### src/rtl/store_pkg.sv
// rtl/store_pkg.sv - shared store/load size and FSM encodings
// Purpose: access-size encodings used by both the store and load paths,
//          the store FSM state encoding, and small strobe helpers.
// Ports:   none (package).
package store_pkg;

  // Access size carried on store_select / load size fields.
  typedef enum logic [2:0] {
    MEM_SIZE_BYTE = 3'b000,
    MEM_SIZE_HALF = 3'b001,
    MEM_SIZE_WORD = 3'b010
  } mem_size_e;

  typedef enum logic [1:0] {
    ST_IDLE  = 2'd0,
    ST_BEAT0 = 2'd1,
    ST_BEAT1 = 2'd2,
    ST_FAULT = 2'd3
  } store_state_e;

  function automatic logic size_legal(input logic [2:0] size);
    return (size == MEM_SIZE_BYTE) || (size == MEM_SIZE_HALF) || (size == MEM_SIZE_WORD);
  endfunction

  // Unshifted lane mask for an access at byte offset 0; zero for illegal codes.
  function automatic logic [3:0] base_strobe(input logic [2:0] size);
    logic [3:0] strb;
    case (size)
      MEM_SIZE_BYTE: strb = 4'b0001;
      MEM_SIZE_HALF: strb = 4'b0011;
      MEM_SIZE_WORD: strb = 4'b1111;
      default:       strb = 4'b0000;
    endcase
    return strb;
  endfunction

  // True when the access spills past the end of its 32-bit word.
  function automatic logic crosses_word(input logic [2:0] size, input logic [1:0] offset);
    logic [7:0] strb;
    strb = {4'b0000, base_strobe(size)} << offset;
    return strb[7:4] != 4'b0000;
  endfunction

endpackage

### src/rtl/store_lane_shifter.sv
// rtl/store_lane_shifter.sv - combinational store data/strobe lane shifter
// Purpose: moves right-justified store data and its byte mask to the lanes
//          selected by the byte offset, over a two-word window.
// Ports:   data    - right-justified store data
//          offset  - byte offset within the word (addr[1:0])
//          size    - access size code
//          shifted - two-word shifted data (low word = first beat)
//          strobe  - two-word byte mask (low nibble = first beat)
module store_lane_shifter #(
  parameter int DATA_WIDTH = 32
) (
  input  logic [DATA_WIDTH-1:0]   data,
  input  logic [1:0]              offset,
  input  logic [2:0]              size,
  output logic [2*DATA_WIDTH-1:0] shifted,
  output logic [7:0]              strobe
);
  import store_pkg::*;

  assign shifted = {{DATA_WIDTH{1'b0}}, data} << {offset, 3'b000};
  assign strobe  = {4'b0000, base_strobe(size)} << offset;

endmodule

### src/rtl/store_align_unit.sv
// rtl/store_align_unit.sv - store alignment FSM issuing one or two memory write beats
// Purpose: accepts a store, aligns data/strobes to byte lanes and writes one
//          beat, or two beats when the store crosses a word boundary and
//          STORE_MISALIGN_SPLIT_EN is defined (otherwise such stores fault).
// Ports:   clk, rst_n                 - clock, synchronous active-low reset
//          req_valid/req_ready        - store request handshake
//          req_addr/req_data          - store byte address, right-justified data
//          store_select               - access size code
//          mem_wr_valid/mem_wr_ready  - memory write beat handshake
//          mem_wr_addr/data/strb      - word-aligned beat address, lane data, byte enables
//          done                       - one-cycle pulse after the last beat completes
//          misalign_fault             - one-cycle pulse for a rejected store
module store_align_unit #(
  parameter int DATA_WIDTH = 32,
  parameter int ADDR_WIDTH = 32
) (
  input  logic                  clk,
  input  logic                  rst_n,
  input  logic                  req_valid,
  output logic                  req_ready,
  input  logic [ADDR_WIDTH-1:0] req_addr,
  input  logic [DATA_WIDTH-1:0] req_data,
  input  logic [2:0]            store_select,
  output logic                  mem_wr_valid,
  input  logic                  mem_wr_ready,
  output logic [ADDR_WIDTH-1:0] mem_wr_addr,
  output logic [DATA_WIDTH-1:0] mem_wr_data,
  output logic [3:0]            mem_wr_strb,
  output logic                  done,
  output logic                  misalign_fault
);
  import store_pkg::*;

`ifdef STORE_MISALIGN_SPLIT_EN
  localparam bit SplitEn = 1'b1;
`else
  localparam bit SplitEn = 1'b0;
`endif

  store_state_e state, state_nx;

  logic [ADDR_WIDTH-1:0]   addr_q;
  logic [DATA_WIDTH-1:0]   data_q;
  logic [2:0]              size_q;
  logic                    done_q;
  logic                    last_beat;
  logic                    reject;
  logic                    split;
  logic [ADDR_WIDTH-1:0]   word_addr;
  logic [2*DATA_WIDTH-1:0] shifted;
  logic [7:0]              strobe;

  store_lane_shifter #(
    .DATA_WIDTH(DATA_WIDTH)
  ) u_shifter (
    .data    (data_q),
    .offset  (addr_q[1:0]),
    .size    (size_q),
    .shifted (shifted),
    .strobe  (strobe)
  );

  // Decided on the live request so a rejected store never reaches BEAT0.
  assign reject    = !size_legal(store_select) ||
                     (!SplitEn && crosses_word(store_select, req_addr[1:0]));
  assign split     = SplitEn && (strobe[7:4] != 4'b0000);
  assign word_addr = {addr_q[ADDR_WIDTH-1:2], 2'b00};
  assign done      = done_q;

  always_ff @(posedge clk) begin
    if (!rst_n) begin
      state  <= ST_IDLE;
      addr_q <= '0;
      data_q <= '0;
      size_q <= 3'b000;
      done_q <= 1'b0;
    end else begin
      state  <= state_nx;
      done_q <= last_beat;
      if (state == ST_IDLE && req_valid) begin
        addr_q <= req_addr;
        data_q <= req_data;
        size_q <= store_select;
      end
    end
  end

  always_comb begin
    state_nx       = state;
    req_ready      = 1'b0;
    mem_wr_valid   = 1'b0;
    mem_wr_addr    = '0;
    mem_wr_data    = '0;
    mem_wr_strb    = 4'b0000;
    misalign_fault = 1'b0;
    last_beat      = 1'b0;
    case (state)
      ST_IDLE: begin
        req_ready = 1'b1;
        if (req_valid) state_nx = reject ? ST_FAULT : ST_BEAT0;
      end
      ST_BEAT0: begin
        mem_wr_valid = 1'b1;
        mem_wr_addr  = word_addr;
        mem_wr_data  = shifted[DATA_WIDTH-1:0];
        mem_wr_strb  = strobe[3:0];
        if (mem_wr_ready) begin
          if (split) begin
            state_nx = ST_BEAT1;
          end else begin
            state_nx  = ST_IDLE;
            last_beat = 1'b1;
          end
        end
      end
      ST_BEAT1: begin
        // Address wraps modulo 2^ADDR_WIDTH past the top word.
        mem_wr_valid = 1'b1;
        mem_wr_addr  = word_addr + ADDR_WIDTH'(4);
        mem_wr_data  = shifted[2*DATA_WIDTH-1:DATA_WIDTH];
        mem_wr_strb  = strobe[7:4];
        if (mem_wr_ready) begin
          state_nx  = ST_IDLE;
          last_beat = 1'b1;
        end
      end
      ST_FAULT: begin
        misalign_fault = 1'b1;
        state_nx       = ST_IDLE;
      end
      default: state_nx = ST_IDLE;
    endcase
  end

endmodule

### config.mk
export PLATFORM = sky130hd
export DESIGN_NAME = store_align_unit
export DESIGN_NICKNAME = d
export VERILOG_FILES = /design/src/rtl/store_pkg.sv /design/src/rtl/store_lane_shifter.sv /design/src/rtl/store_align_unit.sv
export SDC_FILE = /design/constraint.sdc
export NUM_CORES = 1
export LEC_CHECK = 0
export BUFFER_PORTS_ARGS = -buffer_cell sky130_fd_sc_hd__buf_2
export CORE_ASPECT_RATIO = 0.9
export CORE_MARGIN = 2
export CORE_UTILIZATION = 26
export DETAILED_ROUTE_END_ITERATION = 10
export GPL_TIMING_DRIVEN = 0
export PLACE_DENSITY_LB_ADDON = 0.15
export SLEW_MARGIN = 20
export SYNTH_ARGS = -nofsm -noshare
export SYNTH_HDL_FRONTEND = slang
export SYNTH_SLANG_ARGS = --single-unit
### constraint.sdc
create_clock -name clk -period 2.35 [get_ports clk]
set_input_delay 0.1175 -clock clk [delete_from_list [all_inputs] [get_ports clk]]
set_output_delay 0.1175 -clock clk [all_outputs]
set_load 0.005 [all_outputs]
==> flow_metrics.env, run 1 <==
export IMPL_die_y_um=134
export IMPL_setup_viol=0
export IMPL_wl_per_cell_um=18.6
export IMPL_yosysTopAreaCell="dfxtp_1"
export IMPL_max_slew_margin=0.598
export IMPL_worstSetupEndpointType="primary output"
export IMPL_drive_gt1_frac=0.304
export IMPL_syn_inst=666
export IMPL_grt_pass1_vias=4988
export IMPL_design_core_area_um2=18300
export IMPL_maxSlewViolCount=0
export IMPL_synth_area_um2=4860
export IMPL_grt_overflow=0
export IMPL_fin_tns_setup_ns=0
export IMPL_final_net_count=897
export IMPL_clockBufferDepth=2
export IMPL_pwr_share_seq=0.373
export IMPL_antenna_cells=0
export IMPL_cts_inserted_buffers=9
export IMPL_synth_main_ff_cell="dfxtp_1"
export IMPL_die_x_um=148
export IMPL_cts_tree="done"
export IMPL_path_max_fanout=10
export IMPL_p_sw_mw=1.34
export IMPL_fin_crit_sh=0.993
export IMPL_wirelength_um=19900
export IMPL_holdCritPathClass="in -> reg"
export IMPL_grt_max_degree=13
export IMPL_antenna_found_initial=1
export IMPL_fin_worst_skew_ns=0.0107
export IMPL_die_area_um2=19800
export IMPL_p_leak_nw=2.58
export IMPL_vdd_ir_drop_max_mv=0.350
export IMPL_dp_hpwl_um=14500
export IMPL_clock_sinks=70
export IMPL_start_kind="flip-flop"
export IMPL_cp_data_arrival_time_ns=2.22
export IMPL_hold_start="req_addr[19]"
export IMPL_internal_power_mw=2.54
export IMPL_p_comb_frac=0.255
export IMPL_max_cap_violations=0
export IMPL_crit_start="state[0]"
export IMPL_power_density_nw_per_um2=599
export IMPL_yosys_area_top_type_share=0.288
export IMPL_final_cells=1071
export IMPL_rows=47
export IMPL_drtAntennaViolNets=0
export IMPL_ys_top_cells_by_area="dfxtp_1 29%, nand2_1 12%, a21boi_0 11%"
export IMPL_synth_edf_count=0
export IMPL_top_level_ports=143
export IMPL_clk_root_buffer_cell="clkbuf_16"
export IMPL_ys_types=57
export IMPL_h_tree_depth=3
export IMPL_switching_share=0.345
export IMPL_crit_type="reg -> out"
export IMPL_placed_cells=1051
export IMPL_async_reset_ff_frac=0
export IMPL_synth_seq_cells=70
export IMPL_finish_utilization=0.353
export IMPL_syn_avg_cell_area_um2=7.30
export IMPL_drc=0
export IMPL_required_ns=2.23
export IMPL_timing_final_crit_period_ns=2.33
export IMPL_initial_core_util=0.265
export IMPL_status="finished, final reports clean"
export IMPL_yosysWarnings=0
export IMPL_drtPass1Iterations=5
export IMPL_synth_seq_area_share=0.288
export IMPL_final_hold_viol_count=0
export IMPL_drt_initial_drc_count=531
export IMPL_insertion_delay_ns=0.35
export IMPL_grt_usage=0.196
export IMPL_synth_most_common_cell="nand2_1"
export IMPL_grt_pass1_wl_um=29800
export IMPL_rsz0062_at_grt="yes"
export IMPL_whs_ns=0.00823
export IMPL_port_buffers=139
export IMPL_place_gp_congestion=0.856
export IMPL_clkPwrFrac=0.372
export IMPL_tightest_slew_ns=0.603
export IMPL_vias=5570
export IMPL_synth_commonest_cells="159 x nand2_1, 70 x dfxtp_1, 68 x a21boi_0"
export IMPL_clkTransAtPathRegs_ns=0.06
export IMPL_r2r_start="state[0]"
export IMPL_cts_hold_buf=0
export IMPL_fmax_ghz=0.429
export IMPL_area_growth_pct=33.2
export IMPL_viasPerCell=5.20
[placed cells by master, fill, tap and decap left out, types with 4 or more instances in the layout]
| cell | instances |
|---|---|
| mux2_2 | 8 |
| nand4_1 | 11 |
| nor3_1 | 6 |
| inv_1 | 10 |
| buf_6 | 4 |
| nor2_1 | 38 |
| clkbuf_2 | 14 |
| a21oi_1 | 14 |
| and3_1 | 6 |
| a22o_1 | 16 |
| a31oi_1 | 13 |
| nor2b_1 | 4 |
| a21boi_0 | 68 |
| dfxtp_1 | 59 |
| clkbuf_4 | 7 |
| o211ai_1 | 6 |
| a22oi_1 | 8 |
| a211o_1 | 4 |
| o21ai_0 | 33 |
| clkbuf_1 | 19 |
| mux2i_1 | 24 |
| buf_4 | 17 |
| and4_1 | 5 |
| nand3_1 | 16 |
| a211oi_1 | 8 |
| clkbuf_16 | 9 |
| o22a_1 | 8 |
| nand2_1 | 157 |
| a211oi_2 | 4 |
| dfxtp_2 | 9 |
| a222oi_1 | 7 |
| buf_2 | 141 |
[critical path, cell delays in order, from the launching register on]
cell and delay (ns):
dfxtp_2 0.36, inv_1 0.06, ha_1 0.36, buf_6 0.16, nand2_2 0.17, buf_4 0.26, a211oi_1 0.30, buf_2 0.18
[final cells by class]
type / count / area, um2
Buffer: 55 / 319
Sequential cell: 70 / 1420
Tap cell: 245 / 307
Clock inverter: 5 / 57.6
Multi-Input combinational cell: 525 / 3300
Timing Repair Buffer: 149 / 771
Fill cell: 2062 / 11900
Clock buffer: 11 / 253
Inverter: 11 / 43.8
[power groups by stage]
| stage | Combinational (mW) | Sequential [mW] | Clock (mW) |
|---|---|---|---|
| 6_report | 0.991 | 1.45 | 1.44 |
| 5_1_grt | 1.09 | 1.46 | 1.53 |
| 4_1_cts | 0.963 | 1.44 | 1.48 |
| 3_5_place_dp | 0.909 | 1.45 | 0 |
| 3_3_place_gp | 0.910 | 1.46 | 0 |
| 2_1_floorplan | 0.574 | 1.40 | 0 |
[kinds of logic after synthesis]
| kind of cell | share of synthesized area |
|---|---|
| xor gates and xnor gates | 0.00360 |
| and+or+nand+nor | 0.263 |
| other | 0.000771 |
| buffers and inverters | 0.0615 |
| DFF | 0.288 |
| muxes | 0.0680 |
| adders and majority gates | 0.0129 |
| AOI/OAI and AO/OA | 0.302 |
[metrics by stage]
step | cell area (um2) | power [mW] | worst slack [ns]
CTS | 6330 | 3.88 | 0.00392
finish | 6470 | 3.88 | 0.0164
floorplan | 4860 | 1.98 | 0.421
global route | 6470 | 4.08 | -0.0449
detailed placement | 5870 | 2.36 | -0.471
global placement | 5870 | 2.36 | -0.489
[state kept, by name (all words and copies together) (netlist names)]
| name | cells |
|---|---|
| addr_q | 32 |
| data_q | 32 |
| size_q | 3 |
| state | 2 |
| done | 1 |
[metal layers]
| metal | track usage | vias up | routed length (um) |
|---|---|---|---|
| met5 | 0 | - | 0 |
| met4 | 0.0429 | 0 | 194 |
| met3 | 0.0493 | 16 | 1460 |
| met2 | 0.283 | 219 | 8430 |
| met1 | 0.292 | 2620 | 9840 |
| li1 | - | 2715 | - |
[final timing paths]
path | end | slack (ns) | cells past startpoint
max | mem_wr_data[27] | 0.02 | 7
min | addr_q[19] | 0.008 | 3
min reg2reg | data_q[8] | 0.50 | 2
max reg2reg | data_q[23] | 0.36 | 8
[timing repair]
item                                    4_1_cts  5_1_grt
endpoints found under the setup margin       75       59
resized for setup                            51       46
setup buffers                                 4        6
pin swaps                                     2        4
Power figures use the tool's default switching activity.
==> run 2, diff against run 1 <==
--- a/config.mk
+++ b/config.mk
@@ -6,12 +6,14 @@
 export NUM_CORES = 1
 export LEC_CHECK = 0
 export BUFFER_PORTS_ARGS = -buffer_cell sky130_fd_sc_hd__buf_2
+export CAP_MARGIN = 20
 export CORE_ASPECT_RATIO = 0.9
 export CORE_MARGIN = 2
 export CORE_UTILIZATION = 26
 export DETAILED_ROUTE_END_ITERATION = 10
 export GPL_TIMING_DRIVEN = 0
 export PLACE_DENSITY_LB_ADDON = 0.15
+export RECOVER_POWER = 100
 export SLEW_MARGIN = 20
 export SYNTH_ARGS = -nofsm -noshare
 export SYNTH_HDL_FRONTEND = slang
==> run 2 against run 1 <==
Total power about the same. Die area unchanged. Hold slack about the same. First-iteration DRC count unchanged. Largest power group unchanged. Critical path depth unchanged. Sequential cell count unchanged. Non-clock buffer count unchanged. Cell area about the same. Clock skew about the same. Sequential power about the same. Register-to-register slack about the same.
==> flow_metrics.env, run 2 (synthesis results as in run 1) <==
export IMPL_cpMaxStageDelayCell="dfxtp_2"
export IMPL_fin_worst_skew_ns=0.0106
export IMPL_wirelength_um=19900
export IMPL_tightest_slew_ns=0.603
export IMPL_cp_data_arrival_time_ns=2.21
export IMPL_die_x_um=148
export IMPL_whs_path_depth=3
export IMPL_status="finished, final reports clean"
export IMPL_vias=5577
export IMPL_critPathBufInv=4
export IMPL_design_core_area_um2=18300
export IMPL_fin_crit_sh=0.993
export IMPL_grt_pass1_wl_um=29800
export IMPL_multi_input_area_um2=3300
export IMPL_clock_sinks=70
export IMPL_drtPass1Iterations=5
export IMPL_rsz0062_at_grt="yes"
export IMPL_clkTransAtPathRegs_ns=0.06
export IMPL_place_gp_congestion=0.856
export IMPL_clockBufferDepth=2
export IMPL_path_max_fanout=10
export IMPL_dp_hpwl_um=14500
export IMPL_path_delay_family="buffers and inverters"
export IMPL_max_slew_margin=0.598
export IMPL_antenna_found_initial=1
export IMPL_final_hold_viol_count=0
export IMPL_start_kind="flip-flop"
export IMPL_layout_common_cells="157 x nand2_1, 140 x buf_2, 68 x a21boi_0, 59 x dfxtp_1, 38 x nor2_1"
export IMPL_drt_initial_drc_count=531
export IMPL_whs_ns=0.00823
export IMPL_top_level_ports=143
export IMPL_seqCellArea_um2=1420
export IMPL_area_growth_pct=33.2
export IMPL_clkPwrFrac=0.372
export IMPL_grt_usage=0.196
export IMPL_cts_tree="done"
export IMPL_pwr_share_seq=0.373
export IMPL_cp_slowest_stage_delay_ns=0.36
export IMPL_drc=0
export IMPL_cp_num_cells=7
export IMPL_path_cells="inv_1, ha_1, buf_6, nand2_2, buf_4, a211oi_1, buf_2"
export IMPL_insertion_delay_ns=0.35
export IMPL_setup_viol=0
export IMPL_top_regs="addr_q x32, data_q x32, size_q x3"
export IMPL_final_net_count=897
export IMPL_die_y_um=134
export IMPL_reg2regPathDepth=8
export IMPL_clk_root_buffer_cell="clkbuf_16"
export IMPL_switching_share=0.345
export IMPL_maxSlewViolCount=0
export IMPL_h_tree_depth=3
export IMPL_drive_gt1_frac=0.303
export IMPL_initial_core_util=0.265
export IMPL_required_ns=2.23
export IMPL_viasPerCell=5.21
export IMPL_internal_power_mw=2.54
export IMPL_drtAntennaViolNets=0
export IMPL_cts_inserted_buffers=9
export IMPL_final_common_cell="nand2_1"
export IMPL_worstSetupEndpointType="primary output"
export IMPL_holdCritPathClass="in -> reg"
export IMPL_fin_total_pwr_mw=3.88
export IMPL_vdd_ir_drop_max_mv=0.350
export IMPL_port_buffers=139
export IMPL_p_sw_mw=1.34
export IMPL_p_comb_frac=0.255
export IMPL_grt_max_degree=13
export IMPL_rows=47
export IMPL_timing_final_crit_period_ns=2.33
export IMPL_antenna_cells=0
export IMPL_grt_pass1_vias=4988
export IMPL_n_fill_cell=2062
export IMPL_finish_utilization=0.353
export IMPL_max_cap_violations=0
export IMPL_power_density_nw_per_um2=599
export IMPL_worst_slack_ns=0.0176
export IMPL_grt_overflow=0
export IMPL_fmax_ghz=0.429
export IMPL_crit_type="reg -> out"
export IMPL_cts_hold_buf=0
export IMPL_place_worst_setup_slack_ns=-0.471
export IMPL_die_area_um2=19800
export IMPL_wl_per_cell_um=18.6
export IMPL_p_leak_nw=2.58
## run 2: changes by cell type in the layout (fill, tap and decap cells not counted)
cell	previous run	this run
buf_2	141	140
clkbuf_1	19	20
## run 2: cell type report
cell class,count,share of cell area
inverter,11,0.00676
clock buffer,11,0.0390
sequential,70,0.219
clock inverter,5,0.00889
tap,245,0.0474
buffer,55,0.0493
multi-input combinational,525,0.510
timing repair buffer,149,0.119
## run 2: per-layer routing
layer	wire [um]	GRT usage
met1	9800	0.292
met2	8400	0.283
met3	1520	0.0493
met4	216	0.0429
met5	0	0
## run 2: timing repair
item | in CTS | in global routing
resized for setup | 51 | 46
pin swaps | 2 | 4
setup buffers | 4 | 6
setup endpoints to repair | 75 | 59
## run 2: power groups by stage
| stage | logic [mW] | registers [mW] | clock network (mW) |
|---|---|---|---|
| after detailed placement | 0.909 | 1.45 | 0 |
| final | 0.990 | 1.45 | 1.44 |
| after floorplan | 0.574 | 1.40 | 0 |
| after global placement | 0.910 | 1.46 | 0 |
| after global routing | 1.09 | 1.46 | 1.53 |
| after CTS | 0.963 | 1.44 | 1.48 |
## run 2: path summary, 6_finish.rpt
kind / endpoint / slack [ns] / start
min: addr_q[19] / 0.008 / req_addr[19]
min reg2reg: data_q[8] / 0.50 / data_q[8]
max: mem_wr_data[27] / 0.02 / state[0]
max reg2reg: data_q[23] / 0.36 / state[0]
## run 2: stage by stage
step	instances	setup TNS (ns)	area, um2
2_1_floorplan	667	0	4860
3_3_place_gp	1051	-7.17	5870
3_5_place_dp	1051	-6.35	5870
4_1_cts	1067	0	6330
5_1_grt	1071	-0.127	6470
6_report	1071	0	6470
## run 2: worst min-delay path: stages
cell	delay, ns
buf_2	0.09
nand2_1	0.04
a21boi_0	0.06
